File: src/rtl/init_reg_seq.sv
// Power-up register initialization sequencer: replays a static {addr,data} table
// as APB write transfers, then reports completion and the first failing entry.
module init_reg_seq #(
  parameter int N_INIT_REG  = 9,
  parameter int START_DELAY = 16,
  parameter int TIMEOUT_CYC = 1024
) (
  input  logic                                                 i_apb_clk,
  input  logic                                                 i_apb_rst,
  input  logic [64*((N_INIT_REG > 0) ? N_INIT_REG : 1)-1:0]    i_init_reg,
  input  logic                                                 i_start,
  input  logic                                                 i_restart,
  output logic                                                 o_apb_psel,
  output logic                                                 o_apb_penable,
  output logic                                                 o_apb_pwrite,
  output logic [31:0]                                          o_apb_paddr,
  output logic [31:0]                                          o_apb_pwdata,
  input  logic                                                 i_apb_pready,
  input  logic                                                 i_apb_pslverr,
  output logic                                                 o_busy,
  output logic                                                 o_init_done,
  output logic                                                 o_init_err,
  output logic [7:0]                                           o_err_idx
);

  typedef enum logic [2:0] {
    S_IDLE,
    S_WAIT,
    S_SETUP,
    S_ACCESS,
    S_DONE
  } state_t;

  localparam int TBL_N = (N_INIT_REG > 0) ? N_INIT_REG : 1;
  localparam int IDX_W = (TBL_N > 1) ? $clog2(TBL_N) : 1;
  localparam int DLY_W = (START_DELAY > 1) ? $clog2(START_DELAY) : 1;
  localparam int TMO_W = (TIMEOUT_CYC > 1) ? $clog2(TIMEOUT_CYC) : 1;

  localparam logic [IDX_W-1:0] IDX_LAST = IDX_W'(TBL_N - 1);
  localparam logic [DLY_W-1:0] DLY_LAST = DLY_W'((START_DELAY > 0) ? START_DELAY - 1 : 0);
  localparam logic [TMO_W-1:0] TMO_LAST = TMO_W'((TIMEOUT_CYC > 0) ? TIMEOUT_CYC - 1 : 0);

  // Where a start or restart lands: an empty table finishes at once, no delay skips WAIT.
  localparam state_t START_STATE = (N_INIT_REG == 0)  ? S_DONE  :
                                   (START_DELAY == 0) ? S_SETUP : S_WAIT;

  logic [31:0] tbl_addr [TBL_N];
  logic [31:0] tbl_data [TBL_N];

  genvar gi;
  generate
    for (gi = 0; gi < TBL_N; gi++) begin : g_tbl
      assign tbl_addr[gi] = i_init_reg[64*gi+32 +: 32];
      assign tbl_data[gi] = i_init_reg[64*gi +: 32];
    end
  endgenerate

  state_t           state_q,   state_d;
  logic [IDX_W-1:0] idx_q,     idx_d;
  logic [DLY_W-1:0] dly_q,     dly_d;
  logic [TMO_W-1:0] tmo_q,     tmo_d;
  logic             err_q,     err_d;
  logic [7:0]       err_idx_q, err_idx_d;
  logic [31:0]      addr_q,    addr_d;
  logic [31:0]      wdata_q,   wdata_d;
  logic             psel_q,    psel_d;
  logic             penable_q, penable_d;
  logic             pwrite_q,  pwrite_d;
  logic             busy_q,    busy_d;
  logic             done_q,    done_d;

  always_comb begin
    state_d   = state_q;
    idx_d     = idx_q;
    dly_d     = dly_q;
    tmo_d     = tmo_q;
    err_d     = err_q;
    err_idx_d = err_idx_q;
    addr_d    = addr_q;
    wdata_d   = wdata_q;

    case (state_q)
      S_IDLE: begin
        if (i_start) begin
          idx_d   = '0;
          dly_d   = '0;
          state_d = START_STATE;
        end
      end
      S_WAIT: begin
        if (dly_q == DLY_LAST) begin
          state_d = S_SETUP;
        end else begin
          dly_d = dly_q + 1'b1;
        end
      end
      S_SETUP: begin
        tmo_d   = '0;
        state_d = S_ACCESS;
      end
      S_ACCESS: begin
        // A timeout aborts the transfer but the sequence always moves on.
        if (i_apb_pready || (tmo_q == TMO_LAST)) begin
          if ((!i_apb_pready || i_apb_pslverr) && !err_q) begin
            err_d     = 1'b1;
            err_idx_d = 8'(idx_q);
          end
          if (idx_q == IDX_LAST) begin
            state_d = S_DONE;
          end else begin
            idx_d   = idx_q + 1'b1;
            state_d = S_SETUP;
          end
        end else begin
          tmo_d = tmo_q + 1'b1;
        end
      end
      S_DONE: begin
        if (i_restart) begin
          err_d     = 1'b0;
          err_idx_d = '0;
          idx_d     = '0;
          dly_d     = '0;
          state_d   = START_STATE;
        end
      end
      default: state_d = S_IDLE;
    endcase

    // SETUP lasts one cycle, so entering it is the only time the bus payload changes.
    if (state_d == S_SETUP) begin
      addr_d  = tbl_addr[idx_d];
      wdata_d = tbl_data[idx_d];
    end

    psel_d    = (state_d == S_SETUP) || (state_d == S_ACCESS);
    penable_d = (state_d == S_ACCESS);
    pwrite_d  = psel_d;
    busy_d    = (state_d == S_WAIT) || psel_d;
    done_d    = (state_d == S_DONE);
  end

  always_ff @(posedge i_apb_clk or posedge i_apb_rst) begin
    if (i_apb_rst) begin
      state_q   <= S_IDLE;
      idx_q     <= '0;
      dly_q     <= '0;
      tmo_q     <= '0;
      err_q     <= 1'b0;
      err_idx_q <= '0;
      addr_q    <= '0;
      wdata_q   <= '0;
      psel_q    <= 1'b0;
      penable_q <= 1'b0;
      pwrite_q  <= 1'b0;
      busy_q    <= 1'b0;
      done_q    <= 1'b0;
    end else begin
      state_q   <= state_d;
      idx_q     <= idx_d;
      dly_q     <= dly_d;
      tmo_q     <= tmo_d;
      err_q     <= err_d;
      err_idx_q <= err_idx_d;
      addr_q    <= addr_d;
      wdata_q   <= wdata_d;
      psel_q    <= psel_d;
      penable_q <= penable_d;
      pwrite_q  <= pwrite_d;
      busy_q    <= busy_d;
      done_q    <= done_d;
    end
  end

  assign o_apb_psel    = psel_q;
  assign o_apb_penable = penable_q;
  assign o_apb_pwrite  = pwrite_q;
  assign o_apb_paddr   = addr_q;
  assign o_apb_pwdata  = wdata_q;
  assign o_busy        = busy_q;
  assign o_init_done   = done_q;
  assign o_init_err    = err_q;
  assign o_err_idx     = err_idx_q;

endmodule
File: config.mk
export PLATFORM = sky130hd
export DESIGN_NAME = init_reg_seq
export DESIGN_NICKNAME = d
export VERILOG_FILES = /design/src/rtl/init_reg_seq.sv
export SDC_FILE = /design/constraint.sdc
export NUM_CORES = 1
export LEC_CHECK = 0
export CAP_MARGIN = 5
export CELL_PAD_IN_SITES_DETAIL_PLACEMENT = 1
export CELL_PAD_IN_SITES_GLOBAL_PLACEMENT = 1
export CORE_AREA = 2 2 259 261
export DETAILED_ROUTE_END_ITERATION = 7
export DIE_AREA = 0 0 261 263
export GPL_TIMING_DRIVEN = 0
export PLACE_DENSITY = 0.69
export SYNTH_ARGS = -nofsm -noshare
export SYNTH_HDL_FRONTEND = slang
export SYNTH_SLANG_ARGS = --single-unit
File: constraint.sdc
create_clock -name i_apb_clk -period 6.6 [get_ports i_apb_clk]
set_input_delay 0.99 -clock i_apb_clk [delete_from_list [all_inputs] [get_ports i_apb_clk]]
set_output_delay 0.99 -clock i_apb_clk [all_outputs]
set_load 0.05 [all_outputs]
Word level (Yosys, flattened, before mapping)

Cells that the tools add are included.

Memories: 0
Bits in latches: 0
Memory bits (read-only): 0
Register bits after elaboration: 98
Input port bits: 582
Output and inout bits: 78
Bits in writable memories: 0
Logic and storage cells: 79

Bitwise logic cells: 1
Divide/modulo/power cells: 0
Reduce and logical (&&, ||, !) cells: 14
Multiply operators: 0
Shift-type cells: 0
Multiplexer cells: 31
$lt $le $gt $ge: 1
$add $sub $neg: 3
Eq/ne operators: 17

Operators by type and width:

| kind                    | count |
|---|---|
| $bmux W32 S4            | 2 |
| $mux W32                | 4 |
| $mux W4                 | 7 |
| $mux W8                 | 3 |
| $pmux W4 S3             | 2 |
| $pmux W10 S2            | 1 |
| $pmux W8 S2             | 1 |
| $mux W3                 | 5 |
| $pmux W3 S5             | 1 |
| $eq A3 B2 Y1 const B    | 4 |
| $ne A2 B2 Y1 const B    | 6 |
| $add A10 B1 Y10 const B | 1 |
| $eq A10 B10 Y1 const B  | 1 |
| $mux W10                | 1 |
| $add A4 B1 Y4 const B   | 2 |
| $eq A4 B4 Y1 const B    | 2 |
| $reduce_and A4 Y1       | 2 |
| $eq A3 B1 Y1 const B    | 2 |
| $eq A3 B3 Y1 const B    | 2 |
| $ge A5 B5 Y1 const B    | 1 |
| $not A4 Y5              | 1 |
| $logic_or A1 B1 Y1      | 4 |
| $reduce_bool A2 Y1      | 2 |
| $logic_not A3 Y1        | 1 |
| 6 further kinds         | 9 |

Longest topological paths before layout

Gate-level depths: netlist of run 1.

Depth in word-level cells: 8
Depth in mapped cells: 16
Mapped depth without buffers: 10

Least setup slack after synthesis of run 1

No wires, ideal clock.

Path type: reg-to-reg
From: register idx_q[0]
To: register addr_q[17], in the netlist o_apb_paddr[17]
Clock period less this slack: 3.414 ns
Required time: 6.474 ns
Buffers on the path: 7
Library setup time: 0.126 ns
Slack: 3.186 ns
Stages on the path, launching flop included: 17
Data arrival time: 3.288 ns
Path through: dfrtp_1 clkbuf_1 inv_1 clkbuf_1 clkbuf_1 clkbuf_1 ha_1 and3b_1 nor2_2 nand2_4 buf_4 buf_4 clkbuf_1 nor3b_1 a2111oi_0 nor3_1 a221o_1

Cells in the longest elaborated chain, start to end: 8
Elaborated cells between the ends (all ways): 15
Classes of those cells: add/sub (1); eq/ne (2); mux (11); bitwise (1)

RTL lines:

| element                                              | line     | text |
|---|---|---|
| start: declaration                                   | 59       | `logic [IDX_W-1:0] idx_q, idx_d;` |
| start signal: assignment                             | 160      | `idx_q <= idx_d;` |
| $add A4 B1 Y4 / $eq A4 B4 Y1 (equally long branches) | 111, 108 |  |
| $mux W4                                              | 108      | `if (idx_q == IDX_LAST) begin` |
| $mux W4                                              | 103      | `if (i_apb_pready \|\| (tmo_q == TMO_LAST)) begin` |
| $pmux W4 S3                                          | 82       | `case (state_q)` |
| $not A4 Y5 (implied by the code)                     | 132      | `addr_d = tbl_addr[idx_d];` |
| $bmux W32 S4                                         | 132      |  |
| $mux W32 (implied by the code) (2 in a row)          | 132      |  |
| end signal: assignment                               | 165      | `addr_q <= addr_d;` |
| end: declaration                                     | 64       | `logic [31:0] addr_q, addr_d;` |

Parallel ways exist; a longest one is shown, timed or not. The select of a mux whose other input is x is not followed.
A chain may end at the register's enable or synchronous reset.

Worst setup path after layout of run 1

From: register idx_q[0]
To: register addr_q[10], in the netlist o_apb_paddr[10]

The elaborated chain is that of the path after synthesis.

==> results of run 1 <==
## flip-flops by register name (all words and copies together) (netlist names), 3 cells and up
register	flops
o_err_idx	4
idx_q	4
o_apb_paddr	32
o_apb_pwdata	32
state_q	3
tmo_q	10
dly_q	4
## worst max path at each step
| stage | start | endpoint | slack, ns | cells after the start |
|---|---|---|---|---|
| after floorplan | i_apb_rst | dly_q[0] | 3.16 | 1 |
| final | idx_q[0] | o_apb_paddr[10] | 0.33 | 16 |
| after CTS | idx_q[0] | o_apb_paddr[10] | 0.04 | 16 |
| after global routing | idx_q[0] | o_apb_paddr[13] | 0.07 | 14 |
| after detailed placement | idx_q[0] | o_apb_paddr[10] | 0.10 | 16 |
| after global placement | idx_q[0] | o_apb_paddr[8] | 0.19 | 16 |
## synthesized netlist by cell type (all sizes together)
| cell type | instances | area, um2 |
|---|---|---|
| o211ai | 1 | 7.51 |
| o21ai | 73 | 369 |
| and3b | 2 | 17.5 |
| and4bb | 2 | 25.0 |
| buf | 49 | 300 |
| nor3b | 128 | 961 |
| a21oi | 3 | 18.8 |
| a41oi | 4 | 57.6 |
| a2bb2oi | 1 | 8.76 |
| conb | 1 | 3.75 |
| clkbuf | 169 | 634 |
| nand2 | 151 | 574 |
| and2 | 65 | 407 |
| and3 | 5 | 31.3 |
| nor3 | 66 | 330 |
| ha | 4 | 50.1 |
| nor2b | 1 | 6.26 |
| mux2 | 3 | 33.8 |
| a21o | 1 | 7.51 |
| nand3b | 2 | 18.8 |
| and4 | 130 | 1140 |
| nand3 | 133 | 666 |
| xor2 | 9 | 78.8 |
| nor4b | 1 | 15.0 |
| a31oi | 129 | 807 |
| or3 | 128 | 801 |
| a22o | 2 | 17.5 |
| o21a | 2 | 22.5 |
| or2 | 1 | 6.26 |
| o22ai | 3 | 18.8 |
| xnor2 | 2 | 17.5 |
| nand4 | 4 | 25.0 |
| nand2b | 3 | 18.8 |
| dfrtp | 94 | 2350 |
| inv | 7 | 26.3 |
| a41o | 1 | 10.0 |
| a221o | 64 | 641 |
| a311oi | 2 | 23.8 |
| a2111oi | 129 | 1130 |
| nor2 | 19 | 76.3 |
| nor4 | 1 | 6.26 |
## report_power, final
group          switching, mW  total, mW  internal, mW
Combinational           3.37       4.99          1.62
Clock                  0.319      0.622         0.304
Sequential             0.143      0.946         0.802
## routing by layer
metal / part of all wire (%) / track usage, % / up-vias
li1: - / - / 7683
met1: 41 / 31.6 / 8904
met2: 48 / 43.9 / 812
met3: 7.1 / 5.63 / 137
met4: 3.4 / 9.31 / 18
met5: 0.13 / 0 / -
## cell families (layout without fill, tap and decap cells)
kind of cell | after synthesis | count (layout) | synth area share [%]
and+or+nand+nor | 842 | 842 | 43.6
AOI/OAI and AO/OA | 415 | 415 | 26.7
buffers and inverters | 225 | 902 | 8.17
DFF | 94 | 94 | 20.0
xor gates and xnor gates | 11 | 11 | 0.819
adders and majority gates | 4 | 4 | 0.426
muxes | 3 | 3 | 0.287
other | 1 | 12 | 0.0319
## worst min-delay path, stage by stage, from the launching register on
cell     delay, ns
dfrtp_1       0.38
nand2_1       0.05
o21ai_0       0.06
## stage by stage
stage	cells	hold slack, ns	worst slack (ns)
2_1_floorplan	1598	0.479	3.16
3_3_place_gp	3117	0.508	0.189
3_5_place_dp	3123	0.495	0.100
4_1_cts	3139	0.516	0.0420
5_1_grt	3144	0.531	0.0741
6_report	3147	0.519	0.331
## cells in the final DEF (no fill, tap or decap), types with 8 or more instances in the layout
cell	netlist	layout
xor2_1	9	9
nand2_1	150	150
a31oi_1	129	128
or3_1	128	128
nor3b_1	128	128
buf_2	24	25
nor2_1	17	17
nand3_1	133	133
a221o_1	64	64
clkbuf_16	0	9
clkdlybuf4s50_1	0	655
dfrtp_1	94	94
and2_1	64	64
buf_4	15	15
diode_2	0	8
a2111oi_0	129	127
clkbuf_1	169	170
o21ai_0	72	72
and4_1	129	129
nor3_1	66	66
## what timing repair did
action | in CTS | in global routing
resized for setup | 0 | 2
buffers inserted | 0 | 0
endpoints found under the setup margin | 0 | 2
## area by class of cell
class                           count  area, um2
Antenna cell                        8       20.0
Buffer                            218        935
Clock buffer                       10        229
Clock inverter                      6       77.6
Fill cell                        7922      45800
Inverter                            7       28.8
Multi-Input combinational cell   1279       8470
Sequential cell                    94       2350
Tap cell                          864       1080
Timing Repair Buffer              661       6650
==> summary.txt, run 1 <==
Hold path
  – Start point of the worst hold path: o_err_idx[1]
  – Hold Crit Class: flop to flop
  – Hold endpoint: o_err_idx[1]
  – Hold path depth: 2

Critical path
  – Worst path bufs/invs: 8
  – Worst path slowest cell: a2111oi_1
  – Required @ worst endpoint: 6.88 ns
  – WP data arrival: 6.54 ns
  – CP Max Fanout: 10
  – Most used cell, CP: clkbuf_1
  – R2r setup slk: 0.33 ns
  – CP Class: flop to flop
  – R2R Path Start: idx_q[0]
  – RR Endpoint: o_apb_paddr[10]
  – Peak per-stage delay on the critical path: 0.84 ns
  – Setup crit end kind: flop
  – Delay-heaviest family, CP: buffers and inverters
  – R2r worst-path depth: 16
  – CP Launch Type: flop
  – Crit path cell chain: clkbuf_1, inv_1, clkbuf_1, clkbuf_1, clkbuf_1, ha_1, and3b_1, nor2_2, nand2_4, buf_4, buf_4, clkbuf_1, nor3b_1, a2111oi_1, nor3_1, a221o_1

STA
  – RSZ-0062 raised after global routing: no
  – Fin crit period: 6.27 ns
  – Slew Limit Fails: 0
  – Worst-margin pin slew: 1.39 ns
  – F_max: 0.160 GHz
  – Final setup fails: 0
  – Final period utilization: 95.0%
  – Clk_skew: 0.0275 ns
  – TNS Setup: 0 ns
  – Max_slew headroom: 7.15%
  – Final Hold Vio Count: 0

Clocking
  – Clk slew on worst S/H paths: 0.09 ns
  – Hold buffer count at cts: 0
  – H-tree levels: 3
  – CTS tree: done
  – CTS Buf Count: 9
  – Root Buffer: clkbuf_16
  – Clock Sinks: 94
  – Clock latency on the worst-skew pair: 0.41 ns
  – Clock Tree Buf Depth: 2

Yosys
  – Syn. warnings: 0
  – Seq/Total Area, Yosys: 20.0%
  – Netlist cell types: 56
  – Cell Area, Synth: 0.0118 mm2
  – Syn Area/Cell: 7.37 um2
  – Synthesized instance count: 1595
  – Yosys reg bits: 94

Final layout
  – Share of post-route cells with drive strength above 1: 3.69%
  – Syn-to-layout area delta: 68.7%
  – Final instance area: 0.0198 mm2
  – Post-layout util: 30.2%
  – Net count reported at finish: 2856

Floorplan
  – Die area: 0.0686 mm2
  – Core Region: 0.0656 mm2
  – Die Wd: 261 um
  – Initial Util: 17.9%
  – Row count: 94
  – Die Ht: 263 um
  – Ports: 660

Placement
  – HPWL Detailed: 74300 um
  – Port Buffers: 655
  – Placed inst area: 0.0195 mm2
  – GPL Wtd Cong: 0.924

Pwr
  – Pleak: 6.63 nW
  – Max IR drop VDD: 0.174 mV
  – Power density cells: 331 mW/mm2
  – Final Power: 6.56 mW

Global routing
  – Initial antenna violation count: 16
  – Global-route wire length before repair: 130000 um
  – Total gr overflow: 0
  – Total track usage: 25.8%
  – Largest net degree at the start of global routing: 62
  – Number of global-route vias before repair: 18500

Flow run
  – Total of max-cap violations: 0

Status
  – Outcome: finished clean

Route
  – DRT antenna net count: 0
  – Total number of vias: 17600
  – DRC violations left: 0
  – Starting DRT DRC Count: 1176
  – DR vias/cell: 5.58
  – Pre-Repair DR Iteration Count: 5
  – Total routed wirelength: 92100 um
  – Routed wire per std cell: 29.3 um
No activity file was read; power rests on OpenSTA's default activity.
==> inputs of run 2 (changes only) <==
Settings changed: CTS_CLUSTER_DIAMETER set to 200, SKIP_LAST_GASP set to 1.
==> results of run 2 <==
No change in the layout: final DEF, timing and power equal those of run 1.
==> inputs of run 3 (changes only) <==
Settings changed: CTS_CLUSTER_SIZE set to 24.
==> results of run 3 <==
No change in the layout: final DEF, timing and power equal those of run 1.
